<file path="src/rtl/data_path.sv">
// data_path: 16-bit processor datapath.
//   - 16 x 16 register file: two combinational read ports (A, B), one
//     synchronous write port fed by the write-back mux.
//   - 256 x 16 data memory: combinational read, synchronous write of A.
//   - 3-bit-select ALU with results taken modulo 2^16, and no flags.
//   - Write-back mux: ALU result or memory read data.
// The controller supplies every control and address input.
// Reset is asynchronous and active-high. It clears only the register file.
// Optional build macro DMEM_PRELOAD_EN: when it is defined, data memory
// powers up with M[0] = 123 and all other words 0. When it is undefined,
// all memory words power up as 0.
module data_path (
    input  logic        Clk,
    input  logic        Reset,
    input  logic        D_wr,
    input  logic        RF_W_en,
    input  logic        RF_s,
    input  logic [7:0]  D_Addr,
    input  logic [3:0]  RF_W_addr,
    input  logic [3:0]  RF_Ra_addr,
    input  logic [3:0]  RF_Rb_addr,
    input  logic [2:0]  Alu_s0,
    output logic [15:0] A,
    output logic [15:0] B,
    output logic [15:0] ALU_Out
);

    localparam int NUM_REGS  = 16;
    localparam int MEM_WORDS = 256;

    // Register file storage.
    logic [15:0] r_rf [NUM_REGS];

    // Data memory storage. The memory has no reset, so its contents come
    // only from the power-up value.
`ifdef DMEM_PRELOAD_EN
    logic [15:0] r_mem [MEM_WORDS] = '{0: 16'd123, default: 16'd0};
`else
    logic [15:0] r_mem [MEM_WORDS] = '{default: 16'd0};
`endif

    logic [NUM_REGS-1:0] w_we;
    logic [15:0]         w_mem_rdata;
    logic [15:0]         w_wdata;
    logic [15:0]         w_alu;

    // Decode one write strobe for each register from the write address.
    generate
        for (genvar gi = 0; gi < NUM_REGS; gi++) begin : g_we_dec
            assign w_we[gi] = RF_W_en && (RF_W_addr == 4'(gi));
        end
    endgenerate

    // Read ports and memory read are combinational. A also drives the
    // memory write data.
    assign A           = r_rf[RF_Ra_addr];
    assign B           = r_rf[RF_Rb_addr];
    assign w_mem_rdata = r_mem[D_Addr];

    // Write-back mux. mem_rdata is the value from before the edge, so a
    // store and a load to one address in the same cycle loads the old word.
    assign w_wdata = RF_s ? w_mem_rdata : w_alu;

    // ALU: every result wraps to 16 bits.
    always_comb begin
        w_alu = '0;
        case (Alu_s0)
            3'd0:    w_alu = '0;
            3'd1:    w_alu = A + B;
            3'd2:    w_alu = A - B;
            3'd3:    w_alu = A;
            3'd4:    w_alu = A ^ B;
            3'd5:    w_alu = A | B;
            3'd6:    w_alu = A & B;
            3'd7:    w_alu = A + 16'd1;
            default: w_alu = '0;
        endcase
    end

    assign ALU_Out = w_alu;

    // Register file write. Reset clears every register at once and blocks
    // writes while it is held.
    always_ff @(posedge Clk or posedge Reset) begin
        if (Reset) begin
            for (int i = 0; i < NUM_REGS; i++) begin
                r_rf[i] <= '0;
            end
        end else begin
            for (int i = 0; i < NUM_REGS; i++) begin
                if (w_we[i]) begin
                    r_rf[i] <= w_wdata;
                end
            end
        end
    end

    // Data memory write. Reset has no effect here, so stores still happen
    // while Reset is asserted.
    always_ff @(posedge Clk) begin
        if (D_wr) begin
            r_mem[D_Addr] <= A;
        end
    end

endmodule

</file>
<file path="config.mk">
export PLATFORM = sky130hd
export DESIGN_NAME = data_path
export DESIGN_NICKNAME = d
export VERILOG_FILES = /design/src/rtl/data_path.sv
export SDC_FILE = /design/constraint.sdc
export NUM_CORES = 2
export LEC_CHECK = 0
export BUFFER_PORTS_ARGS = -buffer_cell sky130_fd_sc_hd__buf_2
export CAP_MARGIN = 20
export CORE_MARGIN = 2
export CORE_UTILIZATION = 37
export CTS_CLUSTER_SIZE = 24
export DETAILED_ROUTE_END_ITERATION = 16
export SLEW_MARGIN = 25
export SYNTH_ARGS = -nofsm -noshare
export SYNTH_HDL_FRONTEND = slang
export SYNTH_SLANG_ARGS = --single-unit
</file>
<file path="constraint.sdc">
create_clock -name Clk -period 13.4 [get_ports Clk]
set_clock_uncertainty 0.2 [all_clocks]
set_input_delay 2.01 -clock Clk [delete_from_list [all_inputs] [get_ports Clk]]
set_output_delay 2.01 -clock Clk [all_outputs]
set_load 0.05 [all_outputs]
</file>
# After elaboration in Yosys (flattened, before gate mapping)
# Memory sizes are Yosys's and may differ from the RTL's.
# Index checks and enable logic that the tools add are counted.
# W data, S select, Z words.
[op_classes]
n_addsub = 3
order_cmp = 2
n_eq_ne = 22
mux = 10
n_bitwise = 5
reduce_logical = 18
[ops]
columns = ["op", "n"]
rows = [
  ["$bmux W16 S4", 2],
  ["$pmux W16 S8", 1],
  ["$mux W16", 5],
  ["$eq A4 B4 Y1 const B", 8],
  ["$add A16 B1 Y16 const B", 1],
  ["$add A16 B16 Y16", 1],
  ["$and A16 B16 Y16", 1],
  ["$eq A4 B3 Y1 const B", 4],
  ["$logic_and A1 B1 Y1", 16],
  ["$or A16 B16 Y16", 1],
  ["$sub A16 B16 Y16", 1],
  ["$xor A16 B16 Y16", 1],
  ["$eq A3 B3 Y1 const B", 4],
  ["$ge A5 B5 Y1 const B", 2],
  ["$not A4 Y5", 2],
  ["$eq A4 B2 Y1 const B", 2],
  ["$eq A3 B2 Y1 const B", 2],
  ["$eq A4 B1 Y1 const B", 1],
  ["$logic_not A4 Y1", 1],
  ["$eq A3 B1 Y1 const B", 1],
  ["$logic_not A3 Y1", 1],
  ["$mux W1", 2],
]
[word_totals]
reg_bits = 256
ram_bits = 4096
output_inout_bits = 48
elab_cells = 77
n_memories = 1
[mem_list]
columns = ["memory", "depth", "width", "rd", "rd_clocked_by_memory_dff", "wr", "line", "rtl"]
rows = [
  ["r_mem", 256, 16, 1, 0, 1, "39", "logic [15:0] r_mem [MEM_WORDS] = '{default: 16'd0};"],
]

# Logic depth before layout (Yosys ltp)
[depth]
word_depth = 7
mapped_depth = 27

# Worst setup path before layout
# Ideal clock, no wire load.
[synth_path]
kind = "input to output"
startpoint = "input port RF_Ra_addr[1]"
endpoint = "output port ALU_Out[15]"
arrival_time_ns = 9.768
required_time_ns = 11.190
path_slack_ns = 1.422
cell_stages = 9
path_buffers = 2
path_cell_list = "clkbuf_1 > mux4_2 > mux4_2 > clkbuf_1 > nor2_1 > o2111ai_1 > nand2_1 > or4_4 > o21ai_0"
[synth_between]
elab_chain_len = 6
[synth_lines]
columns = ["element", "line", "rtl"]
rows = [
  ["from (decl)", "20", "input logic [3:0] RF_Ra_addr,"],
  ["$not A4 Y5 (not written as such) (*)", "56", "assign A = r_rf[RF_Ra_addr];"],
  ["$bmux W16 S4 (*)", "56", ""],
  ["$mux W16 (not written as such) (*) (2 in series)", "56", ""],
  ["named net A[15]", "23", "output logic [15:0] A,"],
  ["$add A16 B1 Y16 (tied with other cells)", "75", "3'd7: w_alu = A + 16'd1;"],
  ["$pmux W16 S8 (*)", "67", "case (Alu_s0)"],
  ["to (decl)", "25", "output logic [15:0] ALU_Out"],
]
# Mark *: on every way through the listed nets, which the timed path passes. The rest lies on a longest branch. The select of a mux whose other input is x is not followed.

# Final worst setup path
[layout_path]
startpoint = "input port RF_Rb_addr[2]"
endpoint = "output port ALU_Out[15]"
[layout_between]
elab_chain_len = 6
[layout_lines]
columns = ["element", "line", "rtl"]
rows = [
  ["from (decl)", "21", "input logic [3:0] RF_Rb_addr,"],
  ["$not A4 Y5 (not written as such) (*)", "57", "assign B = r_rf[RF_Rb_addr];"],
  ["$bmux W16 S4 (*)", "57", ""],
  ["$mux W16 (not written as such) (*) (2 in series)", "57", ""],
  ["$sub A16 B16 Y16 (tied with other cells)", "70", "3'd2: w_alu = A - B;"],
  ["$pmux W16 S8 (*)", "67", ""],
]
# Mark *: on every way between the ends. The rest lies on a longest branch, timed or not. The select of a mux whose other input is x is not followed.

==> flow_summary.json <==
{
  "synthAdderAreaFrac": 0.00359,
  "fill_cells": 39454,
  "postSynthCellCount": 7485,
  "setup_viol": 0,
  "synth_area_leaders": "edfxtp_1 71%, mux4_2 19%, dfrtp_1 3.7%",
  "drv_cap": 0,
  "cts_tree": "done",
  "synth_top_family_by_area": "multiplexers",
  "grt_max_degree": 221,
  "tightest_slew_ps": 1100,
  "portBuffers": 75,
  "synth_compound_gate_area_share": 0.00988,
  "die_w_um": 687,
  "multi_input_area_um2": 41800,
  "post-route-period-util": 0.774,
  "grt_overflow": 0,
  "vias": 83239,
  "wl_met3_um": 41900,
  "place.gp.congestion": 0.848,
  "met1_length_um": 188000,
  "wl_um": 468000,
  "seq_power_share": 0.505,
  "holdBufCountCts": 0,
  "p_total_mw": 34.4,
  "maxSlewViolCount": 0,
  "synth_flop_cell": "edfxtp_1",
  "setup_slack_ps": 3030,
  "cpMaxStageDelayCell": "or4_4",
  "dp_cells": 13690,
  "syn_area_per_cell_um2": 23.1,
  "fin_util": 0.423,
  "crit_chain": "buf_2 -> buf_4 -> mux4_2 -> a22o_1 -> a221oi_2 -> inv_2 -> nor2_2 -> and4bb_1 -> a31oi_1 -> xnor2_1 -> nor2_1 -> ha_1 -> a21o_1 -> o21bai_1 -> a21oi_1 -> nor2_1 -> o32ai_1 -> a221oi_1 -> or4_4 -> o21ai_0 -> buf_2",
  "antenna_found_initial": 34,
  "syn-num-nets": 7562,
  "power_frac_clock": 0.340,
  "hold_viol": 0,
  "clk_path_buf_depth": 4,
  "yosysTopAreaCell": "edfxtp_1",
  "p_per_area_nw_per_um2": 175,
  "drtAntennaViolNets": 0,
  "core_um2": 464000,
  "syn_to_final_growth_pct": 13.7,
  "fin_cells": 14471,
  "relSlewSlack": 0.264,
  "power.internal_mw": 25.1,
  "vdd_drop_max_uv": 121,
  "p_sw_mw": 9.33,
  "io_pins": 76,
  "grt_pass1_wl_um": 656000,
  "dieArea_um2": 472000,
  "critical_path_class": "input port to primary output",
  "critPathMaxStageDelay_ps": 600,
  "crit_fanout": 32,
  "root_buffer": "clkbuf_16",
  "place_hpwl_um": 276000,
  "end_kind": "primary output",
  "cts.sinks": 4352,
  "route.detailed.drc": 0,
  "comb_power_share": 0.155,
  "start_util": 0.372,
  "h-tree-depth": 5,
  "synth_edf_count": 4096,
  "first_iter_violations": 10622,
  "dr.max_layer_used": "met5",
  "yosysUniqueCellTypes": 70,
  "rsz0062_at_grt": "false",
  "p_sw_frac": 0.271,
  "start_kind": "input port",
  "rows": 250,
  "synth_area_um2": 173000,
  "cts_setup_buffers": 0,
  "synth.most_common_cell": "edfxtp_1",
  "synthSimpleGateAreaFrac": 0.0154,
  "clk_pin_slew_ps": 60,
  "outcome": "finished, final reports clean",
  "drive_gt1_frac": 0.363,
  "cts.repair.resized": 0,
  "hold_class": "flop to flop",
  "track_usage": 0.195,
  "insertion_delay_ps": 1020,
  "drtPass1Iterations": 5,
  "yosys-top-cells-count": "4096 x edfxtp_1, 1457 x mux4_2, 304 x nor2_1",
  "ys_seq_area_frac": 0.749,
  "required_ps": 11190,
  "dp_slack_ps": 3050,
  "wl_per_cell_um": 32.4,
  "yosysWarningCount": 0,
  "synth_top_cell_area_share": 0.712,
  "synthArstFlopShare": 0.0588,
  "vias_per_cell": 5.75,
  "p_leak_nw": 62.0,
  "wl_met2_um": 224000,
  "tns_ps": 0,
  "seqCellArea_um2": 129000,
  "grt_pass1_vias": 83888,
  "arrival_ps": 8160,
  "synth-xor-area-share": 0.000964,
  "die_y_um": 687,
  "muxShareOfSynthArea": 0.206,
  "layout.nets": 8022,
  "numCtsBuffers": 422,
  "period_minus_slack_ps": 10370,
  "ys_ff_latch": 4352,
  "clock.fmax_ghz": 0.0964
}
[final timing paths]
| check | startpoint | end | slack, ps | cells past startpoint |
|---|---|---|---|---|
| setup / recovery | RF_Rb_addr[2] | ALU_Out[15] | 3030 | 21 |
| hold / removal | r_rf[43] | r_rf[43] | 300 | 2 |
| setup reg to reg | r_rf[197] | r_rf[47] | 7000 | 19 |
| hold reg to reg | r_rf[43] | r_rf[43] | 300 | 2 |
| max in group asynchronous | Reset | r_rf[153] | 9750 | 4 |
| min in group asynchronous | Reset | r_rf[149] | 1010 | 2 |
[stage by stage]
step,area [um2],hold slack (ps)
floorplan,173000,251
global placement,183000,276
detailed placement,183000,292
CTS,196000,305
global route,196000,321
finish,196000,305
[critical path: cells and delay by family]
kind | cells | cell delay (ps)
AOI/OAI and AO/OA | 9 | 2270
and+or+nand+nor | 5 | 1450
buffers and inverters | 4 | 1280
muxes | 1 | 560
adders and majority gates | 1 | 390
xor gates and xnor gates | 1 | 170
[cell usage in the layout, fill, tap and decap left out, types with 22 or more instances in the layout]
master,n
edfxtp_1,4096
mux4_2,1441
clkbuf_16,426
buf_4,390
dfrtp_1,256
mux2_2,228
nor2_2,174
nand2_1,128
clkbuf_1,104
nor2_1,96
clkinv_1,96
buf_2,69
clkinv_2,58
nand3_1,54
ha_1,48
a22oi_1,47
inv_1,44
o21ai_0,43
nor2_4,36
bufinv_16,35
a21oi_1,28
mux2i_1,26
nor2b_1,22
[registers in the layout, indices dropped and copies added (netlist names)]
signal  cells
r_rf      256
r_mem    4096
[per-layer routing]
layer	global-route usage	up-vias
li1	-	32903
met1	0.272	45681
met2	0.314	3939
met3	0.0394	702
met4	0.0544	14
met5	0.00327	-
[layout make-up]
type | count | share of cell area
diodes | 12 | 0.000153
clock buffers | 535 | 0.0566
clock inverters | 229 | 0.0119
inverters | 47 | 0.000975
multi-input cells | 2635 | 0.213
flip-flops and latches | 4352 | 0.659
well taps | 6174 | 0.0393
repair buffers | 487 | 0.0192
[power groups by stage]
stage                     Clock (mW)  Combinational [mW]  Sequential (mW)
after CTS                       11.9                5.31             17.4
after floorplan                    0                3.04             17.8
final                           11.7                5.32             17.4
after global placement             0                5.05             17.7
after detailed placement           0                5.30             17.7
after global routing            12.4                5.69             17.4
[cells by family after synthesis]
group	after synthesis
AO/OA/AOI/OAI	242
XOR/XNOR	19
adder cells (fa/ha/maj)	49
buffers and inverters	498
flip-flops	4352
multiplexers	1711
AND/OR/NAND/NOR	614
(Power assumes the default switching activity.)
